**config.mk**
```make
export PLATFORM = sky130hd
export DESIGN_NAME = pipe_stage_buf
export DESIGN_NICKNAME = d
export VERILOG_FILES = /design/src/rtl/pipe_pkg.sv /design/src/rtl/pipe_sat_cnt.sv /design/src/rtl/pipe_stage_buf.sv
export SDC_FILE = /design/constraint.sdc
export NUM_CORES = 2
export LEC_CHECK = 0
export CELL_PAD_IN_SITES_DETAIL_PLACEMENT = 2
export CELL_PAD_IN_SITES_GLOBAL_PLACEMENT = 2
export CORE_MARGIN = 1.5
export CORE_UTILIZATION = 28
export DETAILED_ROUTE_END_ITERATION = 6
export GPL_TIMING_DRIVEN = 0
export PLACE_DENSITY = 0.85
export RECOVER_POWER = 50
export REMOVE_ABC_BUFFERS = 1
export SLEW_MARGIN = 15
export SYNTH_ARGS = -nofsm -noshare
export SYNTH_HDL_FRONTEND = slang
export SYNTH_SLANG_ARGS = --single-unit
export TNS_END_PERCENT = 10
```
**constraint.sdc**
```tcl
create_clock -name Clk -period 2.7 [get_ports Clk]
set_input_delay 0.675 -clock Clk [delete_from_list [all_inputs] [get_ports Clk]]
set_output_delay 0.675 -clock Clk [all_outputs]
set_load 0.1 [all_outputs]
```
**src/rtl/pipe_pkg.sv**
```systemverilog
// pipe_pkg: shared occupancy type, default widths and occupancy decode for pipeline stage buffers
package pipe_pkg;
    typedef enum logic [1:0] {EMPTY, ONE, FULL} occ_e;
    localparam int PIPE_BUNDLE_W = 298;
    localparam int PIPE_CNT_W = 16;
    function automatic occ_e occ_of(input logic mv, input logic sv);
        return mv ? (sv ? FULL : ONE) : EMPTY;
    endfunction
endpackage

```
**src/rtl/pipe_sat_cnt.sv**
```systemverilog
// pipe_sat_cnt: falling-edge event counter that sticks at all ones
module pipe_sat_cnt #(
    parameter int W = 16
) (
    input  logic         Clk,
    input  logic         Rst,
    input  logic         En,
    input  logic         inc,
    output logic [W-1:0] count
);
    logic [W-1:0] count_q, count_d;
    always_comb count_d = (En & inc & ~&count_q) ? count_q + W'(1) : count_q;
    always_ff @(negedge Clk) count_q <= Rst ? '0 : count_d;
    assign count = count_q;
endmodule

```
**src/rtl/pipe_stage_buf.sv**
```systemverilog
// pipe_stage_buf: valid/ready pipeline register with optional skid entry, flush and stall/flush counters
module pipe_stage_buf
    import pipe_pkg::*;
#(
    parameter int WIDTH = PIPE_BUNDLE_W,
    parameter bit SKID  = 1'b1,
    parameter int CNT_W = PIPE_CNT_W
) (
    input  logic             Clk,
    input  logic             Rst,
    input  logic             En,
    input  logic             Flush,
    input  logic             up_valid,
    output logic             up_ready,
    input  logic [WIDTH-1:0] up_data,
    output logic             dn_valid,
    input  logic             dn_ready,
    output logic [WIDTH-1:0] dn_data,
    output logic [CNT_W-1:0] stall_cnt,
    output logic [CNT_W-1:0] flush_cnt
);
    logic m_v_q, m_v_d, s_v_q, s_v_d, accept, drain;
    logic [WIDTH-1:0] m_d_q, m_d_d, s_d_q, s_d_d;
    occ_e occ;
    always_comb begin
        occ = occ_of(m_v_q, s_v_q);
        up_ready = SKID ? En & (occ != FULL) : En & ((occ == EMPTY) | dn_ready);
        dn_valid = En & m_v_q;
        dn_data = m_d_q;
        accept = up_valid & up_ready;
        drain = dn_valid & dn_ready;
        m_v_d = m_v_q;
        m_d_d = m_d_q;
        s_v_d = s_v_q;
        s_d_d = s_d_q;
        if (En & Flush) begin
            m_v_d = 1'b0;
            m_d_d = '0;
            s_v_d = 1'b0;
            s_d_d = '0;
        end else if (drain) begin
            // skid entry moves up first; a new bundle only lands when S was empty
            m_v_d = s_v_q | accept;
            m_d_d = s_v_q ? s_d_q : accept ? up_data : '0;
            s_v_d = 1'b0;
            s_d_d = '0;
        end else if (accept) begin
            if (occ == EMPTY) begin
                m_v_d = 1'b1;
                m_d_d = up_data;
            end else begin
                s_v_d = 1'b1;
                s_d_d = up_data;
            end
        end
    end
    always_ff @(negedge Clk) begin
        if (Rst) begin
            m_v_q <= 1'b0;
            m_d_q <= '0;
        end else begin
            m_v_q <= m_v_d;
            m_d_q <= m_d_d;
        end
    end
    if (SKID) begin : g_skid
        always_ff @(negedge Clk) begin
            if (Rst) begin
                s_v_q <= 1'b0;
                s_d_q <= '0;
            end else begin
                s_v_q <= s_v_d;
                s_d_q <= s_d_d;
            end
        end
    end else begin : g_noskid
        assign s_v_q = 1'b0;
        assign s_d_q = '0;
    end
    pipe_sat_cnt #(.W(CNT_W)) u_stall_cnt (
        .Clk   (Clk),
        .Rst   (Rst),
        .En    (En),
        .inc   (m_v_q & ~dn_ready & ~Flush),
        .count (stall_cnt)
    );
    pipe_sat_cnt #(.W(CNT_W)) u_flush_cnt (
        .Clk   (Clk),
        .Rst   (Rst),
        .En    (En),
        .inc   (Flush & (m_v_q | s_v_q)),
        .count (flush_cnt)
    );
endmodule

```
==> out/summary.txt <==
Area of the multi-input gates = 0.00974 mm2
YS warnings = 0
Die H = 287 um
Die width = 287 um
Pwr Total = 0.0349 W
Leakage = 18.2 nW
Asr flop ratio synth = 0%
Layout area overhead = 89.3%
Grt met1 use = 41.6%
TritonCTS Sinks = 630
Placeable core region = 0.0794 mm2
GP Congestion = 0.800
Reg clk slew, reported paths = 0.07 ns
Slew margin rel. = 22.9%
Clock Skew = 0.409 ns
# IOs = 636
Filler cells = 7915
Number of CTS-inserted buffers = 76
Largest net degree at the start of global routing = 62
Setup violators final = 961
Remaining antenna violation count = 0
Cell count of the worst hold path = 2
Clk buf depth = 3
Number of global-route vias before repair = 36900
Unrepaired setup endpoints after global routing = true
Max rail drop VDD = 0.707 mV
Global-route wire length before repair = 274 mm
CP Class = input port to register
Share of layout cells above drive strength 1 = 26.9%
Via Count = 36200
Outcome = finished, violations left
Violated checks = DRC, setup timing
Worst Setup Start Kind = input port
DP HPWL = 70.2 mm
#FFs+latches synth = 630
Synth Flop Type = dfxtp_1
Post-CTS Hold Buffers = 0
Netlist cell types = 45
Rows = 103
Total gr overflow = 0
Maxcap violations = 0
Final WS setup = -1.34 ns
CTS tree = done
Worst reg-to-reg path cell count = 9
Root buffer cell = clkbuf_16
Sequential area share after synthesis = 55.9%
Storage element area = 0.0132 mm2
Initial core utilization = 28.4%
PD cells = 817 mW/mm2
Worst path required time = 1.85 ns
Max-slew violations = 0
Remaining DRCs = 179
DIE AREA = 0.0823 mm2
WL/cell = 49.3 um
Worst hold path class = register to register
Iter 0 DRT Violations = 6895
Met3 GRT Util = 20.8%
Pre-CTS setup slack = -2.67 ns
Syn Inst Count = 2542
GRT Total Usage = 46.3%
Fin nets = 4271
Met2 Use GR = 74.3%
Via density per instance = 7.04
Critical path arrival = 3.20 ns
Busiest grt layer = met2
Mapped cell area = 0.0226 mm2
Drt total wl = 254 mm
Clk_lat worst skew = 1.09 ns
Syn Area/Cell = 8.88 um2
First drt pass iteration count = 7
Crit-path max FO = 7
Post-synth EDFFs = 0
Tightest Pin Transition = 1.15 ns
PortBufs = 635
Crit. End Element = register
H-tree depth = 3
Initial antenna violation count = 62
Final Hold Viols = 0
critical path, cell delays in order:
cell and delay [ns]:
buf_16 0.11, and2_4 0.17, and3_4 0.22, buf_16 0.16, buf_16 0.15, buf_4 0.16, buf_16 0.17, bufbuf_16 0.31
a222oi_1 0.64, nor2_1 0.40
repair_timing:
action                                  4_1_cts  5_1_grt
cloned                                       70       15
endpoints found under the setup margin      962      960
buffers inserted                            105       81
gates resized for setup                    2369      808
pin swaps                                    75       19
synth_stat cells, types with 10 or more instances:
master / number / area (um2)
buf_1: 18 / 67.6
nand2_1: 614 / 2300
nand3_1: 12 / 60.1
clkbuf_1: 158 / 593
nor2_1: 311 / 1170
or4_1: 10 / 75.1
a222oi_1: 298 / 2980
inv_1: 10 / 37.5
buf_2: 63 / 315
a21oi_1: 321 / 1610
dfxtp_1: 630 / 12600
or3_1: 10 / 62.6
o21ai_0: 10 / 50.1
final cells by class:
class,count,share of cell area [%]
clock buffer,77,4.51
clock inverter,691,7.02
timing repair buffer,948,31.1
inverter,9,0.0879
sequential,630,31.0
tap,1050,3.08
antenna,72,0.422
multi-input combinational,1670,22.8
cell usage in the layout (no fill, tap or decap), types with 4 or more instances in the layout:
master           instances
a21oi_1                262
a21oi_2                 34
a21oi_4                 25
a222oi_1               298
buf_12                 225
buf_16                  79
buf_4                  274
buf_6                   21
buf_8                   11
bufbuf_16               25
bufinv_16               10
clkbuf_16               91
clkdlybuf4s50_1        298
clkinvlp_2              15
dfxtp_1                447
dfxtp_2                 29
dfxtp_4                154
diode_2                 72
inv_1                  658
inv_4                    4
inv_6                    4
mux2_2                   6
nand2_1                580
nand2_2                 15
nand2_4                 20
nand3_1                 10
nand4_1                  9
nor2_1                 308
nor2b_1                  6
nor4_1                   4
o21ai_0                 10
o31ai_1                  8
or3_1                    9
or4_1                    8
final timing paths:
kind | from | endpoint | slack, ns
worst max-delay path | En | dn_data[43] | -1.34
worst min-delay path | s_d_q[133] | s_d_q[133] | 0.47
worst max register to register | m_v_q | dn_data[262] | -0.72
worst min register to register | s_d_q[133] | s_d_q[133] | 0.47
routing by layer:
layer / part of all wire [%] / vias to the layer above
li1: - / 12200
met1: 29 / 17200
met2: 41 / 4492
met3: 15 / 2336
met4: 14 / 34
met5: 0.19 / -
cells by family after synthesis:
group,Yosys count,synth area share [%]
mux,9,0.438
fa+ha+maj,2,0.111
compound gates,656,21.6
simple gates,996,17.5
flops,630,55.9
buf+inv,249,4.49
power by group:
part           internal, W  switching, W
combinational      0.00160       0.00300
clock              0.00756        0.0130
sequential         0.00941      0.000275
sequential cells by signal, summed over array words and instances (netlist names):
signal,cells
u_flush_cnt.count,16
dn_data,298
u_stall_cnt.count,16
m_v_q,1
s_v_q,1
s_d_q,298
stage by stage:
step	std cells	hold slack [ns]	instance area, um2	utilization (%)	TNS, ns
global route	5120	0.500	42600	53.7	-524.60
global placement	3988	0.441	29300	36.9	-
CTS	4984	0.465	38800	48.9	-441.97
floorplan	2303	0.436	21600	-	-5860.49
detailed placement	4043	0.449	30600	38.6	-1555.92
finish	5147	0.470	42700	53.8	-540.29
(Power assumes the default switching activity.)
==> RTL change 1, RTL diff (config.mk and constraints unchanged) <==
Reset style: asynchronous (`Rst`), changed in 2 clocked blocks.
--- a/src/rtl/pipe_stage_buf.sv
+++ b/src/rtl/pipe_stage_buf.sv
@@ -56,3 +56,3 @@
     end
-    always_ff @(negedge Clk) begin
+    always_ff @(negedge Clk or posedge Rst) begin
         if (Rst) begin
@@ -66,3 +66,3 @@
     if (SKID) begin : g_skid
-        always_ff @(negedge Clk) begin
+        always_ff @(negedge Clk or posedge Rst) begin
             if (Rst) begin
Function: not settled (the Yosys comparison gave no result); the edit may change what the design does.
==> RTL change 1 against the unedited design <==
The flow finishes with violations (negative setup slack). Final area decreased by 1.8%. Count of clock-buffer cells in the layout grew 24. Power down 18%. Sequential cell count did not move. Worst setup slack better by 530 ps. Register-to-register slack gained 750 ps. Area after synthesis grew 13%. Wire length down 45%. Critical path type is now reg -> out. Highest routed layer unchanged.
==> RTL change 1: results (changes against the unedited design) <==
run_status:
  status: "finished, violations left"
  violations: "negative setup slack"
hold_path:
  holdPathEnd: "dn_data[232]"
  min_from: "dn_data[232]"
placement:
  dpl.hpwl_mm: 69.08  # -1.6%
  post_dp_cell_area_sq_mm: 0.03441  # +12%
  placedCellCount: 3921  # -3.0%
  gp_congestion: 0.7647  # -4.4%
  pre_cts_ws_ps: -2903  # -232.4 ps
sta:
  tightest_slew_ps: 947.2  # -204.4 ps
  worst_slack_ps: -818.0  # +527.0 ps
  fin_skew_ps: 105.6  # -303.6 ps
  setup_tns_ps: -508870  # +31420 ps
  whs_ps: 429.4  # -40.66 ps
  setup_viol_count_final: 1233  # +28%
grt:
  grt_pass1_vias: 26200  # -29%
  grt_max_degree: 86  # +39%
  grt_pass1_wl_mm: 181.0  # -34%
  antenna_found_initial: 28  # -55%
synthesis:
  synthTopCellsByCount: "598 x dfrtn_1, 362 x nand2_1, 298 x a22o_1, 266 x o21ai_0, 256 x mux2i_1"
  postSynthAreaPerCell_sq_um: 11.72  # +32%
  synth_area_leaders: "dfrtn_1 59%, a22o_1 10%, mux2i_1 10%, nand2_1 5.3%, o21ai_0 5.2%"
  ys.flop_type: "dfrtn_1"
  async_flop_share: 0.9492  # +0.9492
  ys_types: 50  # +11%
  seq_area_frac_synth: 0.6120  # +0.05312
detailed_routing:
  wl_met3_mm: 8.033  # -78%
  wl_met2_mm: 71.96  # -32%
  drt_iter0_markers: 1727  # -75%
  firstDrtPassIters: 5  # -2
  drc: 0  # -100%
  wl_met1_mm: 51.00  # -32%
  route.vias.total: 23695  # -35%
  wire_per_inst_um: 32.30  # -34%
power_and_ir_drop:
  ir_drop_mv: 0.5567  # -21%
  leakage_nw: 20.76  # +14%
critical_path:
  critPathArrivalTime_ps: 2840  # -360 ps
  r2r_end: "dn_data[185]"
  crit_start: "m_v_q"
  reg2reg_slack_ps: 30  # +750 ps
  endpoint: "dn_valid"
  path_max_fanout: 4  # -3
  reg2reg_depth: 10  # +1
clock_network:
  numCtsBuffers: 77  # +1.3%
  clk_latency_ps: 710  # -380 ps
  clk_pin_slew_ps: 50  # -20 ps
layout:
  fin_cells: 4283  # -17%
  drive_above_1_share: 0.2592  # -0.01007
  fill_cells: 8506  # +7.5%
  final_nets: 3328  # -22%
[RTL change 1: changes by cell type after synthesis, moves of 60 or more]
cell      delta
nand2_1    -252
a22o_1     +298
nor2_1     -301
mux2i_1    +254
a222oi_1   -298
clkbuf_1    -60
dfrtn_1    +598
dfxtp_1    -598
a21oi_1    -297
o21ai_0    +256
[RTL change 1: layer usage]
metal  vias up  global-route usage
met4        12              0.1030
met3       397             0.05667
met5         -                   0
met2      1057              0.4595
met1     12567              0.2925
li1       9662                   -
[RTL change 1: where the power goes]
| group | internal [mW] | switching [mW] |
|---|---|---|
| sequential | 10.0 | 0.557 |
| clock | 6.22 | 5.06 |
| combinational | 2.34 | 4.51 |
| total | 18.6 | 10.1 |
[RTL change 1: logic make-up (layout without fill, tap and decap cells)]
family,Yosys count,in the layout,share of synthesized area
buffers and inverters,182,1086,0.03018
DFF,630,630,0.6120
and+or+nand+nor,441,442,0.07307
AOI/OAI and AO/OA,660,661,0.1810
muxes,261,261,0.1027
adders and majority gates,2,2,0.0009813
other,0,25,0
[RTL change 1: worst max-delay path, cell delays in order (launching register included)]
cell and delay (ps):
dfrtn_1 500, and2_4 210, buf_12 180
[RTL change 1: area by class of cell]
class,count,area [sq um],share of cell area
Antenna cell,25,62.56,0.001491
Clock buffer,101,2097,0.04998
Clock inverter,70,600.6,0.01431
Inverter,7,38.79,0.0009244
Multi-Input combinational cell,1366,9353,0.2229
Sequential cell,630,15730,0.3748
Tap cell,1176,1471,0.03507
Timing Repair Buffer,908,12610,0.3005
[RTL change 1: what timing repair did]
| item | in CTS | in global routing |
|---|---|---|
| setup buffers | 93 | 49 |
| setup endpoints to repair | 1236 | 1169 |
| endpoints found under the hold margin | 0 | 0 |
| cloned | 28 | 0 |
| pin swaps | 24 | 0 |
| resized for setup | 2157 | 946 |
==> RTL change 2, RTL diff (config.mk and constraints unchanged) <==
Made on the original files. Change the package constant `PIPE_BUNDLE_W` from 298 to 74.
--- a/src/rtl/pipe_pkg.sv
+++ b/src/rtl/pipe_pkg.sv
@@ -3,3 +3,3 @@
     typedef enum logic [1:0] {EMPTY, ONE, FULL} occ_e;
-    localparam int PIPE_BUNDLE_W = 298;
+    localparam int PIPE_BUNDLE_W = 74;
     localparam int PIPE_CNT_W = 16;
Ports: changed (resized dn_data and up_data); port bits go from 636 to 188. The function was not compared with the original's and may differ.
==> RTL change 2 against the unedited design <==
Wire length down 78%. Power decreased by 76%. Critical path depth decreased by 8. Sequential cell count decreased by 448. First-iteration DRC count down 82%. Register-to-register slack improved by 700 ps. Cell count down 69%. Area after synthesis down 69%. The flow still finishes with violations (design-rule violations, negative setup slack). Worst setup slack gained 690 ps. Synthesized cell count down 69%. Highest routed layer is now met4. Sequential share of layout area is 2.5 points lower. Clock skew is 320 ps lower. Final area shrank 68%.
==> RTL change 2: results (changes against the unedited design) <==
grt:
  grtUsageMet2: 0.5554  # -0.1874
  grt_pass1_vias: 10031  # -73%
  grt_max_degree: 61  # -1.6%
  grt_util_met1: 0.3032  # -0.1126
  antenna_found_initial: 2  # -97%
  grt_pass1_wl_mm: 60.11  # -78%
  track_usage: 0.3072  # -0.1555
  grtUsageMet3: 0.09810  # -0.1102
detailed_routing:
  wl_met3_mm: 3.924  # -89%
  drc: 1  # -99%
  wl_met2_mm: 28.09  # -73%
  drt_iter0_markers: 1271  # -82%
  wire_per_inst_um: 34.75  # -29%
  top_layer: "met4"
  wl_met1_mm: 18.86  # -75%
  route.vias.total: 9521  # -74%
clock_network:
  clock_path_buffers: 2  # -1
  numCtsBuffers: 17  # -78%
  htreeDepth: 4  # +1
  clk_latency_ps: 560  # -530 ps
power_and_ir_drop:
  ir_drop_mv: 0.4432  # -37%
  swShare: 0.4331  # -0.03425
  leakage_nw: 5.626  # -69%
sta:
  setup_tns_ps: -96970  # +443320 ps
  fin_skew_ps: 84.89  # -324.3 ps
  worst_slack_ps: -659.8  # +685.2 ps
  setup_viol_count_final: 289  # -70%
  tightest_slew_ps: 1102  # -49.48 ps
run_status:
  violations: "design-rule violations, negative setup slack"
  status: "finished, violations left"
placement:
  gp_congestion: 0.7159  # -10%
  portBuffers: 187  # -71%
  placedCellCount: 1255  # -69%
  pre_cts_ws_ps: -1801  # +868.6 ps
  dpl.hpwl_mm: 16.60  # -76%
  post_dp_cell_area_sq_mm: 0.009333  # -70%
critical_path:
  crit_slowest_cell: "dfxtp_4"
  cpLargestDelayFamily: "flip-flops"
  critPathArrivalTime_ps: 2680  # -520 ps
  path_max_fanout: 3  # -4
  cpPeakStageDelay_ps: 380  # -260 ps
synthesis:
  synth_area_leaders: "dfxtp_1 52%, a222oi_1 11%, nand2_1 8.7%, a21oi_1 7.0%, nor2_1 4.5%"
  synthTopCellsByCount: "182 x dfxtp_1, 163 x nand2_1, 99 x a21oi_1, 84 x nor2_1, 74 x a222oi_1"
  synth_cells: 800  # -69%
  ys_types: 46  # +2.2%
  seq_area_frac_synth: 0.5171  # -0.04178
layout:
  drive_above_1_share: 0.3907  # +0.1214
  fill_cells: 2421  # -69%
  fin_cells: 1580  # -69%
==> RTL change 2: cells by family (layout without fill, tap and decap cells) <==
kind of cell	Yosys count	count (layout)	share of synthesized area
AO/OA/AOI/OAI	204	205	0.2071
adder cells (fa/ha/maj)	2	2	0.003551
buffers and inverters	74	522	0.04475
flip-flops	182	182	0.5171
multiplexers	9	9	0.01385
other	0	2	0
AND/OR/NAND/NOR	329	334	0.2136
==> RTL change 2: area by class of cell <==
cell class                 count  area (sq um)  area share
timing repair buffer         300          4400      0.3181
sequential                   182          3934      0.2844
multi-input combinational    550          3759      0.2717
clock inverter               197         874.6     0.06322
clock buffer                  17         425.4     0.03075
tap                          324         405.4     0.02931
inverter                       8         30.03    0.002171
antenna                        2         5.005   0.0003618
==> RTL change 2: power groups by stage <==
stage | Sequential (mW) | Clock [mW] | Combinational (mW)
2_1_floorplan | 3.10 | 0.409 | 0.169
3_3_place_gp | 2.82 | 0.409 | 0.757
3_5_place_dp | 2.83 | 0.409 | 0.805
4_1_cts | 2.77 | 4.00 | 0.924
5_1_grt | 2.76 | 4.82 | 1.17
6_report | 2.77 | 4.54 | 1.16
==> RTL change 2: worst paths after layout <==
check                             from              endpoint  slack [ps]  cells after the start
setup / recovery                 m_v_q              up_ready        -660                      2
hold / removal               s_d_q[59]             s_d_q[59]         480                      2
setup reg to reg  u_flush_cnt.count[0]  u_flush_cnt.count[2]         -20                      7
hold reg to reg              s_d_q[59]             s_d_q[59]         480                      2
==> RTL change 2: timing repair <==
action	in CTS	in global routing
gates cloned	10	13
pin swaps	7	76
setup endpoints to repair	290	289
buffers inserted	47	40
gates resized for setup	1033	299
==> RTL change 2: worst min-delay path: stages, from the launching register on <==
cell	delay [ps]
dfxtp_1	300
nand2_1	70
a21oi_2	50
